===== src/rtl/dmem_port_arbiter_pkg.sv =====
`default_nettype none
// =============================================================================
// dmem_port_arbiter_pkg -- arbiter state encodings and default sizes. rev 1.0
// =============================================================================
package dmem_port_arbiter_pkg;

   localparam int DPA_ADDR_LEN     = 32;
   localparam int DPA_DATA_LEN     = 32;
   localparam int DPA_STARVE_LIMIT = 4;
   localparam int DPA_STARVE_W     = 3;

   typedef enum logic [1:0] {
      DPA_NORMAL = 2'd0,
      DPA_FORCE  = 2'd1,
      DPA_DRAIN  = 2'd2
   } dpa_state_t;

endpackage
`default_nettype wire


===== src/rtl/dmem_port_arbiter_if.sv =====
`default_nettype none
// =============================================================================
// dmem_port_arbiter_if -- load/store requester and data-memory signals. rev 1.0
// =============================================================================
interface dmem_port_arbiter_if
   import dmem_port_arbiter_pkg::*;
#(
   parameter int ADDR_LEN = DPA_ADDR_LEN,
   parameter int DATA_LEN = DPA_DATA_LEN
);

   logic                load_req_i;
   logic [ADDR_LEN-1:0] load_addr_i;
   logic                load_gnt_o;
   logic                load_rvalid_o;
   logic [DATA_LEN-1:0] load_data_o;
   logic                st_valid_i;
   logic [ADDR_LEN-1:0] st_addr_i;
   logic [DATA_LEN-1:0] st_data_i;
   logic                st_ready_o;
   logic                drain_i;
   logic                drain_done_o;
   logic                mem_en_o;
   logic                mem_we_o;
   logic [ADDR_LEN-1:0] mem_addr_o;
   logic [DATA_LEN-1:0] mem_wdata_o;
   logic [DATA_LEN-1:0] mem_rdata_i;

   modport slave (
      input  load_req_i, load_addr_i, st_valid_i, st_addr_i, st_data_i,
             drain_i, mem_rdata_i,
      output load_gnt_o, load_rvalid_o, load_data_o, st_ready_o,
             drain_done_o, mem_en_o, mem_we_o, mem_addr_o, mem_wdata_o
   );

   modport master (
      output load_req_i, load_addr_i, st_valid_i, st_addr_i, st_data_i,
             drain_i, mem_rdata_i,
      input  load_gnt_o, load_rvalid_o, load_data_o, st_ready_o,
             drain_done_o, mem_en_o, mem_we_o, mem_addr_o, mem_wdata_o
   );

endinterface
`default_nettype wire


===== src/rtl/dmem_port_arbiter_starve_counter.sv =====
`default_nettype none
// =============================================================================
// dpa_starve_counter -- saturating store-loss counter with limit-hit flag. rev 1.0
// =============================================================================
module dpa_starve_counter
   import dmem_port_arbiter_pkg::*;
#(
   parameter int STARVE_W     = DPA_STARVE_W,
   parameter int STARVE_LIMIT = DPA_STARVE_LIMIT
) (
   input  wire logic clk_i,
   input  wire logic reset_i,
   input  wire logic clr,
   input  wire logic inc,
   output logic      limit_hit
);

   localparam logic [STARVE_W-1:0] HIT_VAL = STARVE_W'(STARVE_LIMIT - 1);
   localparam logic [STARVE_W-1:0] MAX_VAL = '1;

   logic [STARVE_W-1:0] cnt;

   always_ff @(posedge clk_i) begin
      if (!reset_i || clr) begin
         cnt <= '0;
      end else if (inc && (cnt != MAX_VAL)) begin
         cnt <= cnt + 1'b1;
      end
   end

   // Asserted while the store has already lost LIMIT-1 times in a row.
   assign limit_hit = (cnt == HIT_VAL);

endmodule
`default_nettype wire


===== src/rtl/dmem_port_arbiter.sv =====
`default_nettype none
// =============================================================================
// dmem_port_arbiter -- shares the single data-memory port between loads and
// store-buffer drain, with load priority, store anti-starvation and drain mode. rev 1.0
// =============================================================================
module dmem_port_arbiter
   import dmem_port_arbiter_pkg::*;
#(
   parameter int ADDR_LEN     = DPA_ADDR_LEN,
   parameter int DATA_LEN     = DPA_DATA_LEN,
   parameter int STARVE_LIMIT = DPA_STARVE_LIMIT,
   parameter int STARVE_W     = DPA_STARVE_W
) (
   input wire logic             clk_i,
   input wire logic             reset_i,
   dmem_port_arbiter_if.slave   bus
);

   dpa_state_t          state;
   logic                load_gnt;
   logic                st_ready;
   logic                load_rvalid;
   logic                drain_done;
   logic                starve_inc;
   logic                starve_clr;
   logic                limit_hit;
   logic [ADDR_LEN-1:0] sel_addr;
   logic [DATA_LEN-1:0] wdata;

   always_comb begin
      load_gnt = 1'b0;
      st_ready = 1'b0;
      if (reset_i) begin
         case (state)
            DPA_NORMAL: begin
               load_gnt = bus.load_req_i;
               st_ready = bus.st_valid_i & ~bus.load_req_i;
            end
            DPA_FORCE, DPA_DRAIN: st_ready = bus.st_valid_i;
            default: ;
         endcase
      end
   end

   assign starve_inc = (state == DPA_NORMAL) & bus.st_valid_i & bus.load_req_i;
   assign starve_clr = (state != DPA_NORMAL) | ~bus.st_valid_i | st_ready;

   dpa_starve_counter #(
      .STARVE_W     (STARVE_W),
      .STARVE_LIMIT (STARVE_LIMIT)
   ) u_starve (
      .clk_i     (clk_i),
      .reset_i   (reset_i),
      .clr       (starve_clr),
      .inc       (starve_inc),
      .limit_hit (limit_hit)
   );

   always_ff @(posedge clk_i) begin
      if (!reset_i) begin
         state       <= DPA_NORMAL;
         load_rvalid <= 1'b0;
         drain_done  <= 1'b0;
      end else begin
         load_rvalid <= load_gnt;
         drain_done  <= 1'b0;
         case (state)
            DPA_NORMAL: begin
               // drain_i is still high while the done pulse is out; don't restart.
               if (bus.drain_i && !drain_done) begin
                  state <= DPA_DRAIN;
               end else if (starve_inc && limit_hit) begin
                  state <= DPA_FORCE;
               end
            end
            DPA_FORCE: state <= DPA_NORMAL;
            DPA_DRAIN: begin
               if (!bus.st_valid_i) begin
                  drain_done <= 1'b1;
                  state      <= DPA_NORMAL;
               end
            end
            default: state <= DPA_NORMAL;
         endcase
      end
   end

   assign sel_addr = st_ready ? bus.st_addr_i : bus.load_addr_i;
   assign wdata    = bus.st_data_i;

   assign bus.load_gnt_o    = load_gnt;
   assign bus.st_ready_o    = st_ready;
   assign bus.load_rvalid_o = load_rvalid;
   assign bus.load_data_o   = bus.mem_rdata_i;
   assign bus.drain_done_o  = drain_done;
   assign bus.mem_en_o      = load_gnt | st_ready;
   assign bus.mem_we_o      = st_ready;
   assign bus.mem_addr_o    = sel_addr;
   assign bus.mem_wdata_o   = wdata;

endmodule
`default_nettype wire


===== src/flat_wrapper.sv =====
// flat-port wrapper written by rule: the top's interface ports become plain ports
module dmem_port_arbiter_flat import dmem_port_arbiter_pkg::*;
#(
   parameter int ADDR_LEN     = DPA_ADDR_LEN,
   parameter int DATA_LEN     = DPA_DATA_LEN,
   parameter int STARVE_LIMIT = DPA_STARVE_LIMIT,
   parameter int STARVE_W     = DPA_STARVE_W
)
  (clk_i, reset_i, bus_load_req_i, bus_load_addr_i, bus_st_valid_i, bus_st_addr_i, bus_st_data_i, bus_drain_i, bus_mem_rdata_i, bus_load_gnt_o, bus_load_rvalid_o, bus_load_data_o, bus_st_ready_o, bus_drain_done_o, bus_mem_en_o, bus_mem_we_o, bus_mem_addr_o, bus_mem_wdata_o);
  dmem_port_arbiter_if #(.ADDR_LEN(ADDR_LEN), .DATA_LEN(DATA_LEN)) bus_i ();
  input wire logic clk_i;
  input wire logic reset_i;
  input wire logic [$bits(bus_i.load_req_i)-1:0] bus_load_req_i;
  input wire logic [$bits(bus_i.load_addr_i)-1:0] bus_load_addr_i;
  input wire logic [$bits(bus_i.st_valid_i)-1:0] bus_st_valid_i;
  input wire logic [$bits(bus_i.st_addr_i)-1:0] bus_st_addr_i;
  input wire logic [$bits(bus_i.st_data_i)-1:0] bus_st_data_i;
  input wire logic [$bits(bus_i.drain_i)-1:0] bus_drain_i;
  input wire logic [$bits(bus_i.mem_rdata_i)-1:0] bus_mem_rdata_i;
  output wire logic [$bits(bus_i.load_gnt_o)-1:0] bus_load_gnt_o;
  output wire logic [$bits(bus_i.load_rvalid_o)-1:0] bus_load_rvalid_o;
  output wire logic [$bits(bus_i.load_data_o)-1:0] bus_load_data_o;
  output wire logic [$bits(bus_i.st_ready_o)-1:0] bus_st_ready_o;
  output wire logic [$bits(bus_i.drain_done_o)-1:0] bus_drain_done_o;
  output wire logic [$bits(bus_i.mem_en_o)-1:0] bus_mem_en_o;
  output wire logic [$bits(bus_i.mem_we_o)-1:0] bus_mem_we_o;
  output wire logic [$bits(bus_i.mem_addr_o)-1:0] bus_mem_addr_o;
  output wire logic [$bits(bus_i.mem_wdata_o)-1:0] bus_mem_wdata_o;
  assign bus_i.load_req_i = bus_load_req_i;
  assign bus_i.load_addr_i = bus_load_addr_i;
  assign bus_i.st_valid_i = bus_st_valid_i;
  assign bus_i.st_addr_i = bus_st_addr_i;
  assign bus_i.st_data_i = bus_st_data_i;
  assign bus_i.drain_i = bus_drain_i;
  assign bus_i.mem_rdata_i = bus_mem_rdata_i;
  assign bus_load_gnt_o = bus_i.load_gnt_o;
  assign bus_load_rvalid_o = bus_i.load_rvalid_o;
  assign bus_load_data_o = bus_i.load_data_o;
  assign bus_st_ready_o = bus_i.st_ready_o;
  assign bus_drain_done_o = bus_i.drain_done_o;
  assign bus_mem_en_o = bus_i.mem_en_o;
  assign bus_mem_we_o = bus_i.mem_we_o;
  assign bus_mem_addr_o = bus_i.mem_addr_o;
  assign bus_mem_wdata_o = bus_i.mem_wdata_o;
  dmem_port_arbiter #(.ADDR_LEN(ADDR_LEN), .DATA_LEN(DATA_LEN), .STARVE_LIMIT(STARVE_LIMIT), .STARVE_W(STARVE_W)) u_core (.clk_i(clk_i), .reset_i(reset_i), .bus(bus_i));
endmodule

===== config.mk =====
export PLATFORM = sky130hd
export DESIGN_NAME = dmem_port_arbiter_flat
export DESIGN_NICKNAME = d
export VERILOG_FILES = /design/src/rtl/dmem_port_arbiter_pkg.sv /design/src/rtl/dmem_port_arbiter_if.sv /design/src/rtl/dmem_port_arbiter_starve_counter.sv /design/src/rtl/dmem_port_arbiter.sv /design/src/flat_wrapper.sv
export SDC_FILE = /design/constraint.sdc
export NUM_CORES = 1
export LEC_CHECK = 0
export BUFFER_PORTS_ARGS = -buffer_cell sky130_fd_sc_hd__buf_2
export CAP_MARGIN = 25
export CORE_AREA = 3 3 90 92
export CTS_BUF_LIST = sky130_fd_sc_hd__clkbuf_8
export DETAILED_ROUTE_END_ITERATION = 7
export DIE_AREA = 0 0 93 95
export GPL_TIMING_DRIVEN = 1
export HOLD_SLACK_MARGIN = 0.05
export PLACE_DENSITY_LB_ADDON = 0.2
export SYNTH_ARGS = -nofsm -noshare
export SYNTH_HDL_FRONTEND = slang
export SYNTH_SLANG_ARGS = --single-unit

===== constraint.sdc =====
create_clock -name clk_i -period 2.32 [get_ports clk_i]
set_clock_uncertainty 0.1 [all_clocks]
set_input_delay 0.232 -clock clk_i [delete_from_list [all_inputs] [get_ports clk_i]]
set_output_delay 0.232 -clock clk_i [all_outputs]
set_load 0.05 [all_outputs]

# After elaboration in Yosys (flattened, before gate mapping)
# Cells that the tools add are included.
[totals]
reg_bits = 7
in_bits = 133
output_inout_bits = 102
[op_classes]
addsub = 1
eq_ne = 6
muxes = 10
bitwise = 8
reduce_logical = 11
[op_table]
columns = ["op", "n"]
rows = [
  ["32-bit two-way mux", 1],
  ["2-bit two-way mux", 3],
  ["3-bit != test (second input constant)", 2],
  ["1-bit two-way mux", 4],
  ["2-bit case mux with 2 select lines", 1],
  ["2-bit AND reduction", 2],
  ["3-bit by 1-bit adder with 3-bit output (second input constant)", 1],
  ["1-bit AND", 3],
  ["3-bit by 2-bit equality test with 1-bit output (second input constant)", 1],
  ["1-bit logical AND", 3],
  ["1-bit OR", 3],
  ["2-bit by 1-bit equality test with 1-bit output (second input constant)", 1],
  ["2-bit equality test (second input constant)", 1],
  ["1-bit zero test", 2],
  ["2-bit zero test", 1],
  ["2-bit != test (second input constant)", 1],
  ["1-bit inverter", 2],
  ["1-bit case mux with 2 select lines", 1],
  ["2-bit nonzero test", 1],
  ["2-bit OR reduction", 1],
  ["1-bit logical OR", 1],
]

# Logic depth before layout (Yosys ltp)
[depth]
ltp_word = 7
ltp_mapped = 7
ltp_nobuf = 5

# Modules after synthesis
# Synthesis repeated with hierarchy kept, for this count alone.
[unflattened]
cells_unflattened = 148
hier_area_um2 = 1435.1
[modules_own_cells]
columns = ["module", "instances", "cells_per_inst", "area_each_um2", "seq_area_each_um2"]
rows = [
  ["dmem_port_arbiter", 1, 133, 1271.2, 80.1],
  ["dpa_starve_counter", 1, 15, 163.9, 60.1],
]

# Worst setup path before layout
# OpenSTA, ideal clock, no wires.
[synth_path]
path_type = "register to output"
start = "reg u_core.state[0]"
end = "out bus_st_ready_o"
arrival_ns = 1.780
required_ns = 1.988
slack_ns = 0.208
path_stages_with_launch = 8
cell_sequence = "dfxtp_1 > inv_1 > ha_1 > nor2b_4 > o2111ai_4 > buf_6 > inv_1 > buf_4"
[synth_via]
elab_chain_cells = 4
elab_cells_between_ends = 6
classes_between = "2 x eq/ne; 2 x mux; 2 x reduce/logical"
[synth_rtl]
columns = ["element", "line", "source"]
rows = [
  ["start, declared", "dmem_port_arbiter.sv:19", "dpa_state_t state;"],
  ["start signal, assigned", "dmem_port_arbiter.sv:61", "state <= DPA_NORMAL;"],
  ["start signal, assigned", "dmem_port_arbiter.sv:71", "state <= DPA_DRAIN;"],
  ["start signal, assigned", "dmem_port_arbiter.sv:73", "state <= DPA_FORCE;"],
  ["2-bit by 1-bit equality test with 1-bit output / 2-bit equality test (equally long branches)", "dmem_port_arbiter.sv:34", "case (state)"],
  ["2-bit OR reduction", "dmem_port_arbiter.sv:34", ""],
  ["1-bit case mux with 2 select lines (*)", "dmem_port_arbiter.sv:34", ""],
  ["1-bit two-way mux (*)", "dmem_port_arbiter.sv:33", "if (reset_i) begin"],
  ["end, declared", "flat_wrapper.sv:23", "output wire logic [$bits(bus_i.st_ready_o)-1:0] bus_st_ready_o;"],
]
# Mark *: on every way between the ends. The rest lies on a longest branch, timed or not.

# Worst setup path in the final report
[layout_path]
start = "reg u_core.state[1]"
end = "out bus_mem_addr_o[5]"
[layout_via]
elab_chain_cells = 5
elab_cells_between_ends = 7
classes_between = "2 x eq/ne; 3 x mux; 2 x reduce/logical"
[layout_rtl]
columns = ["element", "line", "source"]
rows = [
  ["2-bit by 1-bit equality test with 1-bit output / 2-bit equality test (equally long branches)", "dmem_port_arbiter.sv:34", ""],
  ["2-bit OR reduction", "dmem_port_arbiter.sv:34", ""],
  ["1-bit case mux with 2 select lines (*)", "dmem_port_arbiter.sv:34", ""],
  ["1-bit two-way mux (*)", "dmem_port_arbiter.sv:33", ""],
  ["32-bit two-way mux (*)", "dmem_port_arbiter.sv:88", "assign sel_addr = st_ready ? bus.st_addr_i : bus.load_addr_i;"],
  ["end, declared", "flat_wrapper.sv:27", "output wire logic [$bits(bus_i.mem_addr_o)-1:0] bus_mem_addr_o;"],
]
# Marks and branches as above.

==> summary.md <==
| Metric | Value |
|---|---|
| Routed len/inst | `14.1 um` |
| Max-cap violation count | `0` |
| Critical path class | `reg2out` |
| Seq pwr share | `15.3%` |
| Finished Core Util | `26.6%` |
| Placed Area | `1570 sq um` |
| Critical Path Sink | `bus_mem_addr_o[5]` |
| RSZ-0062 raised after global routing | `yes` |
| Critical path origin | `u_core.state[1]` |
| Clock network fraction of design power | `20.3%` |
| CTS HTree Levels | `1` |
| Total global-route track usage | `7.75%` |
| Post-synth ARST share | `0%` |
| Post-synthesis cell count | `146` |
| Syn Std Cell Area | `1420 sq um` |
| Synthesis Warnings | `0` |
| Flops & latches, synth | `7` |
| Avg Inst Size Synth | `9.71 sq um` |
| Crit-path max FO | `7` |
| Slew Viols, Final | `0` |
| Period utilization | `96.9%` |
| Antenna Nets Post-Route | `0` |
| Number of hold buffers added after CTS | `0` |
| TNS Setup | `0 ns` |
| Hold WC Path Type | `in2reg` |
| Port bufs | `106` |
| Clk_lat worst skew | `0.22 ns` |
| Die W | `93 um` |
| Final cell count without fillers | `296` |
| Largest net degree at the start of global routing | `18` |
| Via count of the first global-routing pass | `1065` |
| First-pass GRT wire length | `5430 um` |
| DIE AREA | `8840 sq um` |
| Startpoint types | `register` |
| Initial antenna violation count | `0` |
| Reg2reg start | `u_core.u_starve.cnt[0]` |
| Number of antenna diodes | `0` |
| Cell area after layout | `1940 sq um` |
| Detailed placement HPWL | `3190 um` |
| Vias/cell | `3.86` |
| Sw frac | `42.3%` |
| Switching pwr | `0.352 mW` |
| Comb power frac | `64.4%` |
| Total congestion overflow | `0` |
| Int Pwr | `0.481 mW` |
| Final WL | `4160 um` |
| Post-layout min period | `2.25 ns` |
| Most frequent cell after synthesis | `buf_4` |
| Primary FF master, synth | `dfxtp_1` |
| Reg-to-reg endpoint | `u_core.u_starve.cnt[2]` |
| Synth top cells by count | `buf_4 (65), mux2_4 (28), dfxtp_1 (7), inv_1 (7), ha_1 (6)` |
| Mapped Nets | `285` |
| CTS max path bufs | `2` |
| Netlist cell types | `26` |
| CTS buffer count | `3` |
| Rel. slew slack | `78.2%` |
| Final setup violation count | `0` |
| Placeable core area | `7290 sq um` |
| CTS tree | `yes` |
| Post-synth top area share | `34.4%` |
| Seq/Total Area, Yosys | `9.89%` |
| Clock-pin transition on the worst setup and hold timing paths | `0.04 ns` |
| Final Hold Viols | `0` |
| Fmax | `445 MHz` |
| Top cells by area, synth | `buf_4 (34%), mux2_4 (30%), dfxtp_1 (9.9%)` |
| Clock root cell | `clkbuf_8` |
| Area growth syn-to-layout | `37.1%` |
| PwrDens | `429 nW/um^2` |
| Placed cells | `284` |
| Fraction of layout cells with a size suffix above 1 | `80.7%` |
| Initial DRT Pass Iterations | `2` |
| Rows | `31` |
| Ports | `235` |
| Post-synth EDFFs | `0` |
| Synth area leader | `buf_4` |
| Measured slew at the worst slew-check pin | `0.326 ns` |
| Clock sink count | `7` |
| Total power | `0.833 mW` |
| DRC viols | `0` |
| Nature of the critical path endpoint | `primary output` |
| DIE HEIGHT | `95 um` |
| Outcome | `completed` |
| Final layout net count | `337` |
| Reg2Reg Setup Slack | `0.74 ns` |
| P_leak | `1.10 nW` |
| Worst IR Drop VDD | `0.287 mV` |
| Via count | `1142` |
| Worst reg2reg path depth | `5` |
| WP data required | `1.99 ns` |
| Number of DRC markers in iteration 0 | `25` |
| Initial core utilization | `19.4%` |
| Final Wtd Congestion | `0.635` |
| Crit path DAT | `1.92 ns` |
-- worst min path at each step --
stage	from	to	cells past startpoint
3_5_place_dp	bus_mem_rdata_i[13]	bus_load_data_o[13]	0
2_1_floorplan	reset_i	u_core.bus.drain_done_o	2
5_1_grt	bus_st_valid_i	u_core.bus.drain_done_o	2
4_1_cts	bus_st_valid_i	u_core.bus.drain_done_o	2
6_report	bus_st_valid_i	u_core.bus.drain_done_o	2
3_3_place_gp	bus_mem_rdata_i[13]	bus_load_data_o[13]	0
-- registers in the layout (all words and copies together), names as in the netlist --
signal,count
u_core.u_starve.cnt,3
u_core.bus.drain_done_o,1
u_core.bus.load_rvalid_o,1
u_core.state,2
-- per-stage QoR --
step	hold slack [ns]	worst slack (ns)
3_5_place_dp	0.364	0.132
6_report	0.200	0.0728
4_1_cts	0.198	-0.0702
2_1_floorplan	0.255	0.208
3_3_place_gp	0.364	0.148
5_1_grt	0.223	-0.0117
-- layer usage --
metal	global-route usage [%]	share of wire, %
met3	3.51	12
met5	0	0
met4	1.10	0.82
met2	14.8	52
met1	7.89	35
-- placed cells by master, fill, tap and decap left out --
cell type,count
a22o_1,1
nor2b_4,1
a221oi_1,1
or2_2,1
nand2b_1,1
buf_8,2
inv_1,6
nor2_1,4
nand4_1,1
mux2_4,28
nand2_1,4
dfxtp_2,2
mux2_2,4
o2111ai_1,1
inv_2,2
buf_6,26
buf_4,10
nor2b_1,1
ha_1,5
dfxtp_1,5
buf_16,2
ha_4,1
clkbuf_8,3
xor2_1,1
a21oi_1,1
buf_12,1
nand4b_1,1
mux2i_1,1
clkbuf_16,1
o211a_1,1
buf_2,74
a21o_1,2
nand3_1,1
o2111ai_4,1
-- cell type report --
class	count	area, sq um
Tap cell	99	124
Clock buffer	3	41.3
Timing Repair Buffer	116	868
Fill cell	793	5350
Inverter	7	26.3
Clock inverter	1	3.75
Multi-Input combinational cell	63	737
Sequential cell	7	143
-- critical path, stage by stage, from the launching register on --
cell       delay [ns]
dfxtp_2          0.34
inv_2            0.06
ha_4             0.15
nor2b_4          0.12
o2111ai_4        0.24
buf_6            0.16
clkbuf_16        0.16
mux2_4           0.31
buf_8            0.15
-- timing repair --
item	in CTS	in global routing
buffers inserted	2	3
pin swaps	1	1
setup endpoints to repair	32	32
cloned	2	1
resized for setup	31	47
-- logic make-up after synthesis --
kind of cell,synth area share (%)
adder cells (fa/ha/maj),5.30
flip-flops,9.88
multiplexers,33.5
buffers and inverters,39.0
AND/OR/NAND/NOR,5.83
AO/OA/AOI/OAI,5.83
XOR/XNOR,0.618
-- power groups by stage --
stage / clock, mW / sequential (mW) / combinational [mW]
floorplan: 0 / 0.135 / 0.622
global placement: 0 / 0.129 / 0.443
detailed placement: 0 / 0.129 / 0.442
CTS: 0.172 / 0.127 / 0.490
global route: 0.182 / 0.128 / 0.564
finish: 0.169 / 0.128 / 0.537
No activity file was read; power rests on OpenSTA's default activity.
